===== config.mk =====
export PLATFORM = sky130hd
export DESIGN_NAME = div_hilo_controller_flat
export DESIGN_NICKNAME = d
export VERILOG_FILES = /design/src/rtl/div_hilo_controller_if.sv /design/src/rtl/div_hilo_controller.sv /design/src/flat_wrapper.sv
export SDC_FILE = /design/constraint.sdc
export NUM_CORES = 1
export LEC_CHECK = 0
export BUFFER_PORTS_ARGS = -buffer_cell sky130_fd_sc_hd__buf_2
export CAP_MARGIN = 20
export CORE_MARGIN = 4
export CORE_UTILIZATION = 40
export DETAILED_ROUTE_END_ITERATION = 10
export GPL_TIMING_DRIVEN = 0
export PLACE_DENSITY = 0.58
export SLEW_MARGIN = 15
export SYNTH_ARGS = -nofsm -noshare
export SYNTH_HDL_FRONTEND = slang
export SYNTH_SLANG_ARGS = --single-unit

===== constraint.sdc =====
create_clock -name clock -period 5.4 [get_ports clock]
set_input_delay 0.27 -clock clock [delete_from_list [all_inputs] [get_ports clock]]
set_output_delay 0.27 -clock clock [all_outputs]
set_load 0.01 [all_outputs]

===== src/rtl/div_hilo_controller_if.sv =====
`default_nettype none
// ============================================================================
// Module      : div_hilo_controller_if
// Description : Execute/decode-side signal bundle for the DIV sequencer and
//               HI/LO register file. IsUnsignedE exists only with
//               DIV_UNSIGNED_EN defined.
// Revision    : 1.0 - initial release
// ============================================================================
interface div_hilo_controller_if #(
    parameter int WIDTH = 32
);
    logic             StartDivE;
    logic [WIDTH-1:0] SrcAE;
    logic [WIDTH-1:0] SrcBE;
    logic             HasDivD;
    logic             is_mf_hiD;
    logic             is_mf_loD;
`ifdef DIV_UNSIGNED_EN
    logic             IsUnsignedE;
`endif
    logic             StallDivD;
    logic             BusyDiv;
    logic [WIDTH-1:0] HiOut;
    logic [WIDTH-1:0] LoOut;

    // Pipeline side: issues divides, observes stall and HI/LO
    modport master (
`ifdef DIV_UNSIGNED_EN
        output IsUnsignedE,
`endif
        output StartDivE, SrcAE, SrcBE, HasDivD, is_mf_hiD, is_mf_loD,
        input  StallDivD, BusyDiv, HiOut, LoOut
    );

    modport slave (
`ifdef DIV_UNSIGNED_EN
        input  IsUnsignedE,
`endif
        input  StartDivE, SrcAE, SrcBE, HasDivD, is_mf_hiD, is_mf_loD,
        output StallDivD, BusyDiv, HiOut, LoOut
    );
endinterface
`default_nettype wire


===== src/rtl/div_hilo_controller.sv =====
`default_nettype none
// ============================================================================
// Module      : div_hilo_controller
// Description : Multi-cycle radix-2 restoring signed divider owning HI/LO,
//               with decode-stage stall generation. Define DIV_UNSIGNED_EN
//               to add DIVU support via IsUnsignedE.
// Revision    : 1.0 - initial release
// ============================================================================
module div_hilo_controller #(
    parameter int WIDTH = 32
) (
    input wire logic              clock,
    input wire logic              reset,
    div_hilo_controller_if.slave  bus
);
    localparam int c_CNT_W = $clog2(WIDTH + 1);

    typedef enum logic [1:0] {
        S_IDLE = 2'd0,
        S_BUSY = 2'd1,
        S_FIX  = 2'd2
    } state_t;

    state_t             r_state;
    logic [c_CNT_W-1:0] r_count;
    logic [WIDTH-1:0]   r_rem;
    logic [WIDTH-1:0]   r_quo;
    logic [WIDTH-1:0]   r_div;
    logic [WIDTH-1:0]   r_dividend;
    logic               r_neg_q;
    logic               r_neg_r;
    logic               r_zero;
    logic               r_busy;
    logic [WIDTH-1:0]   r_hi;
    logic [WIDTH-1:0]   r_lo;

    logic               w_unsigned;
    logic               w_sign_a;
    logic               w_sign_b;
    logic [WIDTH-1:0]   w_abs_a;
    logic [WIDTH-1:0]   w_abs_b;
    logic               w_div_zero;
    logic [WIDTH:0]     w_rem_sh;
    logic [WIDTH:0]     w_trial;

`ifdef DIV_UNSIGNED_EN
    assign w_unsigned = bus.IsUnsignedE;
`else
    assign w_unsigned = 1'b0;
`endif

    // Most negative value negates to itself and is then read as unsigned
    assign w_sign_a   = bus.SrcAE[WIDTH-1] & ~w_unsigned;
    assign w_sign_b   = bus.SrcBE[WIDTH-1] & ~w_unsigned;
    assign w_abs_a    = w_sign_a ? -bus.SrcAE : bus.SrcAE;
    assign w_abs_b    = w_sign_b ? -bus.SrcBE : bus.SrcBE;
    assign w_div_zero = (bus.SrcBE == '0);

    // Top bit of the WIDTH+1 bit difference is the borrow
    assign w_rem_sh   = {r_rem, r_quo[WIDTH-1]};
    assign w_trial    = w_rem_sh - {1'b0, r_div};

    always_ff @(posedge clock or posedge reset) begin
        if (reset) begin
            r_state    <= S_IDLE;
            r_count    <= '0;
            r_rem      <= '0;
            r_quo      <= '0;
            r_div      <= '0;
            r_dividend <= '0;
            r_neg_q    <= 1'b0;
            r_neg_r    <= 1'b0;
            r_zero     <= 1'b0;
            r_busy     <= 1'b0;
            r_hi       <= '0;
            r_lo       <= '0;
        end else begin
            case (r_state)
                S_IDLE: begin
                    if (bus.StartDivE) begin
                        r_quo      <= w_abs_a;
                        r_div      <= w_abs_b;
                        r_dividend <= bus.SrcAE;
                        r_neg_q    <= w_sign_a ^ w_sign_b;
                        r_neg_r    <= w_sign_a;
                        r_rem      <= '0;
                        r_busy     <= 1'b1;
                        r_state    <= S_FIX;
                        // Zero divide holds one extra cycle in FIX so HI/LO
                        // land two edges after issue
                        if (w_div_zero) begin
                            r_zero  <= 1'b1;
                            r_count <= c_CNT_W'(1);
                        end else begin
                            r_zero  <= 1'b0;
                            r_count <= c_CNT_W'(WIDTH);
                            r_state <= S_BUSY;
                        end
                    end
                end

                S_BUSY: begin
                    if (!w_trial[WIDTH]) begin
                        r_rem <= w_trial[WIDTH-1:0];
                        r_quo <= {r_quo[WIDTH-2:0], 1'b1};
                    end else begin
                        r_rem <= w_rem_sh[WIDTH-1:0];
                        r_quo <= {r_quo[WIDTH-2:0], 1'b0};
                    end
                    r_count <= r_count - c_CNT_W'(1);
                    if (r_count == c_CNT_W'(1)) begin
                        r_state <= S_FIX;
                    end
                end

                S_FIX: begin
                    if (r_count != '0) begin
                        r_count <= r_count - c_CNT_W'(1);
                    end else begin
                        if (r_zero) begin
                            r_lo <= '1;
                            r_hi <= r_dividend;
                        end else begin
                            r_lo <= r_neg_q ? -r_quo : r_quo;
                            r_hi <= r_neg_r ? -r_rem : r_rem;
                        end
                        r_busy  <= 1'b0;
                        r_state <= S_IDLE;
                    end
                end

                default: begin
                    r_state <= S_IDLE;
                    r_busy  <= 1'b0;
                end
            endcase
        end
    end

    // StartDivE term catches a dependent instruction directly behind the DIV
    assign bus.StallDivD = (bus.is_mf_hiD | bus.is_mf_loD | bus.HasDivD) &
                           (r_busy | bus.StartDivE);
    assign bus.BusyDiv   = r_busy;
    assign bus.HiOut     = r_hi;
    assign bus.LoOut     = r_lo;

endmodule
`default_nettype wire


===== src/flat_wrapper.sv =====
// flat-port wrapper written by rule: the top's interface ports become plain ports
module div_hilo_controller_flat 
#(
    parameter int WIDTH = 32
)
  (clock, reset, bus_StartDivE, bus_SrcAE, bus_SrcBE, bus_HasDivD, bus_is_mf_hiD, bus_is_mf_loD, bus_StallDivD, bus_BusyDiv, bus_HiOut, bus_LoOut);
  div_hilo_controller_if #(.WIDTH(WIDTH)) bus_i ();
  input wire logic clock;
  input wire logic reset;
  input wire logic [$bits(bus_i.StartDivE)-1:0] bus_StartDivE;
  input wire logic [$bits(bus_i.SrcAE)-1:0] bus_SrcAE;
  input wire logic [$bits(bus_i.SrcBE)-1:0] bus_SrcBE;
  input wire logic [$bits(bus_i.HasDivD)-1:0] bus_HasDivD;
  input wire logic [$bits(bus_i.is_mf_hiD)-1:0] bus_is_mf_hiD;
  input wire logic [$bits(bus_i.is_mf_loD)-1:0] bus_is_mf_loD;
  output wire logic [$bits(bus_i.StallDivD)-1:0] bus_StallDivD;
  output wire logic [$bits(bus_i.BusyDiv)-1:0] bus_BusyDiv;
  output wire logic [$bits(bus_i.HiOut)-1:0] bus_HiOut;
  output wire logic [$bits(bus_i.LoOut)-1:0] bus_LoOut;
  assign bus_i.StartDivE = bus_StartDivE;
  assign bus_i.SrcAE = bus_SrcAE;
  assign bus_i.SrcBE = bus_SrcBE;
  assign bus_i.HasDivD = bus_HasDivD;
  assign bus_i.is_mf_hiD = bus_is_mf_hiD;
  assign bus_i.is_mf_loD = bus_is_mf_loD;
  assign bus_StallDivD = bus_i.StallDivD;
  assign bus_BusyDiv = bus_i.BusyDiv;
  assign bus_HiOut = bus_i.HiOut;
  assign bus_LoOut = bus_i.LoOut;
  div_hilo_controller #(.WIDTH(WIDTH)) u_core (.clock(clock), .reset(reset), .bus(bus_i));
endmodule

== Word level (Yosys, flattened, before mapping) ==
Cells that the tools add are included.

* Bits of input ports: 70
* Bits in registers: 204
* Logic and storage cells: 68
* Output and inout bits: 66

* Reductions and logical operators: 11
* Equality and inequality tests: 7
* Bitwise logic cells: 7
* $add $sub $neg: 6
* Multiplexer cells: 25

{| class="wikitable"
|+ Operators with widths
! operator !! number
|-
| two-way mux 32 bit || 9
|-
| negator 32 bit || 4
|-
| one-hot mux 32 bit (2 select lines) || 2
|-
| subtractor 33 x 32 -> 33 bit || 1
|-
| zero test 32 bit || 1
|-
| two-way mux 6 bit || 3
|-
| one-hot mux 6 bit (3 select lines) || 1
|-
| AND reduction 3 bit || 3
|-
| two-way mux 2 bit || 4
|-
| equality test 6 x 1 -> 1 bit, second input constant || 1
|-
| one-hot mux 2 bit (3 select lines) || 1
|-
| AND reduction 2 bit || 3
|-
| nonzero test 6 bit || 1
|-
| subtractor 6 x 1 -> 6 bit, second input constant || 1
|-
| two-way mux 1 bit || 4
|-
| != test 2 x 1 -> 1 bit, second input constant || 2
|-
| != test 2 bit, second input constant || 2
|-
| bitwise OR 1 bit || 3
|-
| one-hot mux 1 bit (3 select lines) || 1
|-
| nonzero test 3 bit || 1
|-
| equality test 2 x 1 -> 1 bit, second input constant || 1
|-
| equality test 2 bit, second input constant || 1
|-
| zero test 2 bit || 1
|-
| inverter 1 bit || 2
|-
| 3 further kinds || 3
|}

== Depth between registers and ports, before layout ==
Gate-level depths: netlist of run 1.

* Depth in word-level cells: 4
* Mapped depth: 14
* Mapped depth without buffers: 12

== Worst setup path after synthesis of run 1 ==
Ideal clock, no wire load.

* Path type: flip-flop to flip-flop
* Start point: register u_core.r_quo[31]
* End point: register u_core.r_rem[21]
* Arrival: 3115 ps
* Slack: 2149 ps
* Stages on the path, launching flop included: 15
* Setup time: 136 ps
* Period minus slack after synthesis: 3251 ps
* Path buffers: 2
* Required time: 5264 ps
* Path through: dfrtp_1 > inv_1 > ha_1 > fa_1 > nand2b_1 > a21oi_1 > o21ai_0 > a21oi_1 > o2111ai_1 > o2111a_1 > a211oi_1 > buf_2 > clkbuf_1 > mux2i_1 > o22ai_1

* Cells in the longest elaborated chain, start to end: 3

{| class="wikitable"
|+ RTL lines
! element !! line !! source
|-
| start, declared || div_hilo_controller.sv:27 || <nowiki>logic [WIDTH-1:0] r_quo;</nowiki>
|-
| start signal, assigned || div_hilo_controller.sv:81 || <nowiki>r_quo <= w_abs_a;</nowiki>
|-
| start signal, assigned || div_hilo_controller.sv:105 || <nowiki>r_quo <= {r_quo[WIDTH-2:0], 1'b1};</nowiki>
|-
| start signal, assigned || div_hilo_controller.sv:108 || <nowiki>r_quo <= {r_quo[WIDTH-2:0], 1'b0};</nowiki>
|-
| subtractor 33 x 32 -> 33 bit || div_hilo_controller.sv:61 || <nowiki>assign w_trial = w_rem_sh - {1'b0, r_div};</nowiki>
|-
| two-way mux 32 bit || div_hilo_controller.sv:103 || <nowiki>if (!w_trial[WIDTH]) begin</nowiki>
|-
| one-hot mux 32 bit (2 select lines) || div_hilo_controller.sv:78 || <nowiki>case (r_state)</nowiki>
|-
| end signal, assigned || div_hilo_controller.sv:104 || <nowiki>r_rem <= w_trial[WIDTH-1:0];</nowiki>
|-
| end signal, assigned || div_hilo_controller.sv:107 || <nowiki>r_rem <= w_rem_sh[WIDTH-1:0];</nowiki>
|-
| end, declared || div_hilo_controller.sv:26 || <nowiki>logic [WIDTH-1:0] r_rem;</nowiki>
|}

No other way between the ends.
A chain may end at the register's enable or synchronous reset.

== Worst setup path in the final report of run 1 ==
Same ends and word-level chain as after synthesis.

==> run metrics, run 1 <==
Detail Route Antenna Nets 0; Post-CTS Hold Fix Bufs 1; grt total ovfl 0; CP Class flop to flop; RSZ-0062 raised after global routing no; H-tree depth 1; fraction of final layout cells sized beyond drive strength 1 0.140; post-synthesis sequential area ratio 0.404; final worst path period share 0.798; most frequent cells in the layout dfrtp_1, o21ai_0, nand2_1; fillers 3,053; Synth Flop Type dfrtp_1; final setup fails 0; status complete, no violations; core area slightly above 30,000 um2; most used cell, CP a21oi_1; wire length on met3 1800 um; number of synthesized flops with an enable pin 0; DRC viols 0; clk_skew 0.0265 ns; Site Rows 64; Max-Cap Viols 0; Syn Inst Count ~1,500; vias per inst 5.42; Top Layer Used met4; clock sink count between 200 and 250; Crit-path slowest cell clkbuf_1; first-pass GRT wire length 59,000 um; Initial Util 0.408; Hold WS 0.0267 ns; GRT Resource Usage Total 0.213; CTS tree done; met2 wire len 17,800 um; Leak Pwr 6.69 nW; Worst Setup Start Kind flop; Max IR drop VDD 0.000270 V; initial antenna violation count 0; HP Class input port to flop; I/O Pins ~140; max-slew violation count 0; Synthesized Nets 1,569; Root Buffer clkbuf_16; Arr. time, crit path roughly 4.7 ns; Resized cells post-CTS 0; ys async rst share 1.00; Nets around 1,700; min cycle time layout 4.31 ns; Area Growth Syn to Fin 16.7%; synthesized area around 13,000 um2; DRT Wirelength roughly 37,000 um; DRT met1 WL 16,600 um; commonest non-fill, non-tap cell in the layout dfrtp_1; Die ar. 34,400 um2; drt pass-1 iters 5; largest net degree at the start of global routing 36; synth unique cells 61; I/O Buffers 135; die width about 190 um; final hold violation count 0; Clock Tree Buf Depth 3; Syn Area/Cell 8.64 um2; total number of vias ~11,000; slowest stage delay, CP 0.49 ns; #FFs+latches synth 203; mean routed wirelength per cell 18.2 um; hpwl dp 29,500 um; Rel. slew slack 0.464; synth warn 0; Post-CTS Setup Bufs 0; worst skew pair latency 0.53 ns; power per cell area 635 nW/um2; vias in the first global route 10,900; Setup TNS Final 0 ns; crit path capture type flop; clk slew on worst S/H paths ~0.060 ns; crit-path cells inv_1, ha_1, fa_1, nand2b_1, a21oi_1, o21ai_0, a21oi_1, o2111ai_1, o2111a_1, a211oi_1, buf_2, clkbuf_1, mux2i_1, o22ai_1; Die Ht 185 um; Crit path required time 5.79 ns; worst slew pin tran 0.803 ns; CTS Buf Count 25; f_max 232 MHz; GPL Wtd Cong 0.916; crit path max fanout 10; Starting DRT DRC Count 735
==> routing by layer <==
metal | GRT usage | vias to the layer above
met5 | 0 | -
met4 | 0.0575 | 0
met3 | 0.0267 | 54
met2 | 0.365 | 267
met1 | 0.287 | 5270
li1 | - | 5474
==> worst max-delay path, delay by kind of cell, from the launching register on <==
kind / cells / cell delay, ns
multiplexers: 1 / 0.25
AND/OR/NAND/NOR: 1 / 0.18
AO/OA/AOI/OAI: 7 / 1.77
adder cells (fa/ha/maj): 2 / 0.64
flip-flops: 1 / 0.43
buffers and inverters: 3 / 0.90
==> final cells by class <==
class	instances	area, um2	area share
flip-flops and latches	203	5080	0.346
well taps	396	495	0.0338
clock inverters	13	98.8	0.00673
inverters	57	218	0.0148
clock buffers	31	688	0.0469
plain buffers	71	274	0.0187
multi-input cells	1125	7010	0.478
diodes	3	7.51	0.000511
repair buffers	142	806	0.0549
==> cells by family (layout without fill, tap and decap cells) <==
logic type,count (synthesis),in the layout,share of synthesized area
AOI/OAI and AO/OA,444,444,0.205
other,0,3,0
muxes,64,64,0.0539
and+or+nand+nor,429,429,0.155
xor gates and xnor gates,145,145,0.101
adders and majority gates,43,43,0.0434
buffers and inverters,128,314,0.0388
DFF,203,203,0.404
==> report_power, final <==
| group | internal [mW] | switching, mW | leakage (nW) |
|---|---|---|---|
| clock | 0.947 | 0.660 | 0.393 |
| sequential | 2.20 | 0.640 | 2.51 |
| combinational | 1.98 | 2.88 | 3.78 |
==> path summary, 6_finish.rpt <==
path | start | endpoint | slack [ns] | depth (start not counted)
min in group asynchronous | reset | u_core.r_count[4]$_DFFE_PP0P_ | 0.31 | 3
hold / removal | bus_SrcAE[9] | u_core.r_dividend[9]$_DFFE_PP0P_ | 0.03 | 2
max in group asynchronous | reset | u_core.bus.HiOut[13]$_DFFE_PP0P_ | 4.35 | 5
setup / recovery | u_core.r_quo[31]$_DFFE_PP0P_ | u_core.r_rem[21]$_DFFE_PP0P_ | 1.09 | 14
setup reg to reg | u_core.r_quo[31]$_DFFE_PP0P_ | u_core.r_rem[21]$_DFFE_PP0P_ | 1.09 | 14
hold reg to reg | u_core.r_div[10]$_DFFE_PP0P_ | u_core.r_div[10]$_DFFE_PP0P_ | 0.47 | 2
==> per-stage QoR <==
step | utilization | cells | total power, mW | setup slack, ns | cell area (um2)
2_1_floorplan | - | 1456 | 6.26 | 2.15 | 12600
3_3_place_gp | 0.446 | 1987 | 7.63 | 1.14 | 13800
3_5_place_dp | 0.450 | 1993 | 7.72 | 1.11 | 13900
4_1_cts | 0.476 | 2038 | 9.36 | 1.09 | 14700
5_1_grt | 0.476 | 2038 | 10.1 | 0.769 | 14700
6_report | 0.476 | 2041 | 9.32 | 1.09 | 14700
==> flip-flops by register name, indices dropped and copies added, names as in the netlist <==
register / count
u_core.bus.LoOut: 32
u_core.r_state: 2
u_core.r_rem: 32
u_core.r_div: 32
u_core.bus.BusyDiv: 1
u_core.r_count: 6
u_core.r_zero: 1
u_core.r_dividend: 31
u_core.r_quo: 32
u_core.bus.HiOut: 32
u_core.r_neg_q: 1
u_core.r_neg_r: 1
==> synth_stat cells (3+ instances only) <==
master    count  area (um2)
o211ai_1      4        30.0
o31ai_1      34         255
or3_1        23         144
nor2_1      109         409
o311ai_0      3        26.3
or2_2         3        18.8
o41ai_1      18         158
buf_1         9        33.8
nor2b_1       6        37.5
nor3_1       14        70.1
nand2b_1      8        50.1
nand2_1     191         717
clkbuf_1     58         218
xnor2_1      37         324
nand4_1      10        62.6
a211oi_1      4        30.0
buf_2         3        15.0
a21oi_1     127         636
xor2_1      108         946
a21o_1       16         120
and3_1        9        56.3
inv_1        56         210
ha_1         42         526
dfrtp_1     203        5080
a31oi_1      11        68.8
nand3_1      19        95.1
o21ai_0     199         996
or4_1        16         120
mux2_2       30         338
o21bai_1      5        37.5
mux2i_1      34         340
nor4_1        8        50.1
Power figures use the tool's default switching activity.
==> run 2: changes to the inputs <==
--- a/config.mk
+++ b/config.mk
@@ -5,6 +5,7 @@
 export SDC_FILE = /design/constraint.sdc
 export NUM_CORES = 1
 export LEC_CHECK = 0
+export ABC_AREA = 1
 export BUFFER_PORTS_ARGS = -buffer_cell sky130_fd_sc_hd__buf_2
 export CAP_MARGIN = 20
 export CORE_MARGIN = 4
==> constraint.sdc (replaced) <==
create_clock -name clock -period 3.7 [get_ports clock]
set_input_delay 0.185 -clock clock [delete_from_list [all_inputs] [get_ports clock]]
set_output_delay 0.185 -clock clock [all_outputs]
set_load 0.01 [all_outputs]
==> run metrics, run 2 <==
area occupied by multi-input gates 8300 um2 (+18%); first-pass GRT wire length 88,500 um (+50%); power per cell area 972 nW/um2 (+53%); mean routed wirelength per cell 19.2 um (+5.8%); DRT Wirelength 57,900 um (+56%); r2r setup slk 0.90 ns (-0.19 ns); Synth Flop Type dfrtp_1; Starting DRT DRC Count 1,364 (+86%); Synthesized Nets 2,432 (+55%); Final Instance Area 17,700 um2 (+21%); Synth top cells by count nand2_1, inv_1, nor2_1; Finished Layout Cells 3,012 (+48%); post-synthesis sequential area ratio 0.340 (-0.0641); Synth top area share 0.340 (-0.0641); crit-path cells inv_1, ha_1, clkbuf_1, clkinv_1, nor2_1, clkbuf_1, nand3_1, nand2_1; worst path bufs/invs 4 (+1); initial antenna violation count 2 (+2); Clock Tree Buf Depth 3 (unchanged); commonest non-fill, non-tap cell in the layout nand2_1; #FFs+latches synth 203 (unchanged); GRT Resource Usage Total 0.277 (+0.0632); HP Class input port to flop; Max-Cap Viols 0 (unchanged); Site Rows 70 (+9.4%); cell with the most instances after synthesis nand2_1; slowest stage delay, CP 0.60 ns (+0.11 ns); final worst path period share 0.757 (-0.0408); DRC viols 0 (unchanged); final hold violation count 0 (unchanged); total number of vias 15,900 (+44%); synthesized area 15,000 um2 (+19%); CP Class flop to flop; ys async rst share 1.00 (unchanged); vias in the first global route 15,000 (+37%); worst skew pair latency 0.55 ns (+0.02 ns); Worst Setup Start Kind flop; Arr. time, crit path 3.28 ns (-1.42 ns); Detail Route Antenna Nets 0 (unchanged); most frequent cells in the layout nand2_1, inv_1, nor2_1; family with the most delay on the worst path buffers and inverters; crit path max fanout 10 (unchanged); synth unique cells 54 (-11%); Max IR drop VDD 0.000416 V (+54%); Crit-path slowest cell nor2_1; DP Area 16,300 um2 (+18%); Rel. slew slack 0.466 (+0.00176); most used cell, CP clkbuf_1; Crit path required time 4.18 ns (-1.61 ns); min cycle time layout 2.80 ns (-1.51 ns); vias per inst 5.29 (-2.5%); I/O Buffers 134 (-0.74%); fraction of final layout cells sized beyond drive strength 1 0.0948 (-0.0453); crit path capture type flop; largest net degree at the start of global routing 36 (unchanged); drt pass-1 iters 6 (+1); CTS Buf Count 27 (+8.0%); hpwl dp 46,900 um (+59%); dpl cells 2,927 (+47%); H-tree depth 1 (unchanged); cell types occupying the most area after synthesis dfrtp_1, nand2_1, inv_1; clk_skew 0.0167 ns (-0.00977 ns); Leak Pwr 9.38 nW (+40%); clk slew on worst S/H paths 0.06 ns (about the same); Setup TNS Final 0 ns (unchanged); CTS tree done; Seq. cell area 5080 um2 (unchanged); grt total ovfl 0 (unchanged); synth warn 0 (unchanged); Syn Area/Cell 6.45 um2 (-25%); Initial Util 0.407 (-0.00148); Nets 2,636 (+52%); final setup fails 0 (unchanged); I/O Pins 136 (unchanged); post-synth top area cell dfrtp_1; RSZ-0062 raised after global routing no; core area 36,800 um2 (+19%); GPL Wtd Cong 0.939 (+2.4%); die width 201 um (+8.6%); Die ar. 40,500 um2 (+18%); f_max 357 MHz (+54%); fillers 3,857 (+26%); Root Buffer clkbuf_16; Die Ht 201 um (+8.6%); status complete, no violations; worst slew pin tran 0.801 ns (-0.00264 ns); Area Growth Syn to Fin 18.4%; Syn Inst Count 2,319 (+59%); clock sink count 203 (unchanged); max-slew violation count 0 (unchanged); number of synthesized flops with an enable pin 0 (unchanged)
==> run 2: logic make-up (layout without fill, tap and decap cells) <==
kind of cell,count (synthesis),in the layout,synth area share
other,0,1,0
flip-flops,203,203,0.340
adder cells (fa/ha/maj),43,43,0.0365
multiplexers,1,1,0.000669
AND/OR/NAND/NOR,1253,1253,0.353
AO/OA/AOI/OAI,351,351,0.129
XOR/XNOR,61,61,0.0357
buffers and inverters,407,631,0.106
==> run 2: cell type report <==
class / count / share of cell area
antenna: 1 / 0.000141
tap: 468 / 0.0331
multi-input combinational: 1709 / 0.469
buffer: 76 / 0.0191
inverter: 331 / 0.0704
clock inverter: 11 / 0.0122
sequential: 203 / 0.287
timing repair buffer: 175 / 0.0645
clock buffer: 38 / 0.0450
==> run 2: timing repair <==
action / in CTS / in global routing
hold buffers: 35 / 0
gates resized for setup: 0 / 0
buffers inserted: 0 / 0
endpoints found under the hold margin: 52 / 0
==> run 2: final timing paths <==
path,start,end,cells past startpoint
max in group asynchronous,reset,u_core.r_div[20]$_DFFE_PP0P_,6
min reg2reg,u_core.bus.HiOut[4]$_DFFE_PP0P_,u_core.bus.HiOut[4]$_DFFE_PP0P_,2
max,u_core.r_state[1]$_DFFE_PP0P_,u_core.r_rem[28]$_DFFE_PP0P_,8
min in group asynchronous,reset,u_core.bus.HiOut[5]$_DFFE_PP0P_,3
max reg2reg,u_core.r_state[1]$_DFFE_PP0P_,u_core.r_rem[28]$_DFFE_PP0P_,8
min,bus_SrcAE[23],u_core.r_dividend[23]$_DFFE_PP0P_,3
==> run 2: where the power goes <==
part | internal [mW] | leakage, nW | switching [mW]
registers | 3.25 | 2.54 | 0.934
logic | 3.23 | 6.34 | 6.84
clock network | 1.91 | 0.499 | 1.05
==> run 2: through the flow <==
stage / power (mW) / setup WS, ns / hold WS (ns) / utilization
after floorplan: 10.7 / 0.885 / 0.295 / -
after global placement: 14.0 / -0.542 / 0.458 / 0.441
after detailed placement: 14.0 / 1.03 / 0.248 / 0.444
after CTS: 17.1 / 0.981 / 0.00416 / 0.481
after global routing: 18.7 / 0.753 / 0.0401 / 0.481
final: 17.2 / 0.898 / 0.0286 / 0.481
==> run 2: worst reg2reg max path: cells and delay by family (launching register included) <==
family                     cells  cell delay [ns]
adders and majority gates      1             0.15
buffers and inverters          4             1.37
DFF                            1             0.38
and+or+nand+nor                3             0.83
==> run 2: metal layers <==
layer  global-route usage  up-vias  wire [um]
li1                     -     7835          -
met1                0.415     7465      27800
met2                0.426      532      25200
met3               0.0417       88       3670
met4               0.0537        4       1200
met5                    0        -         23
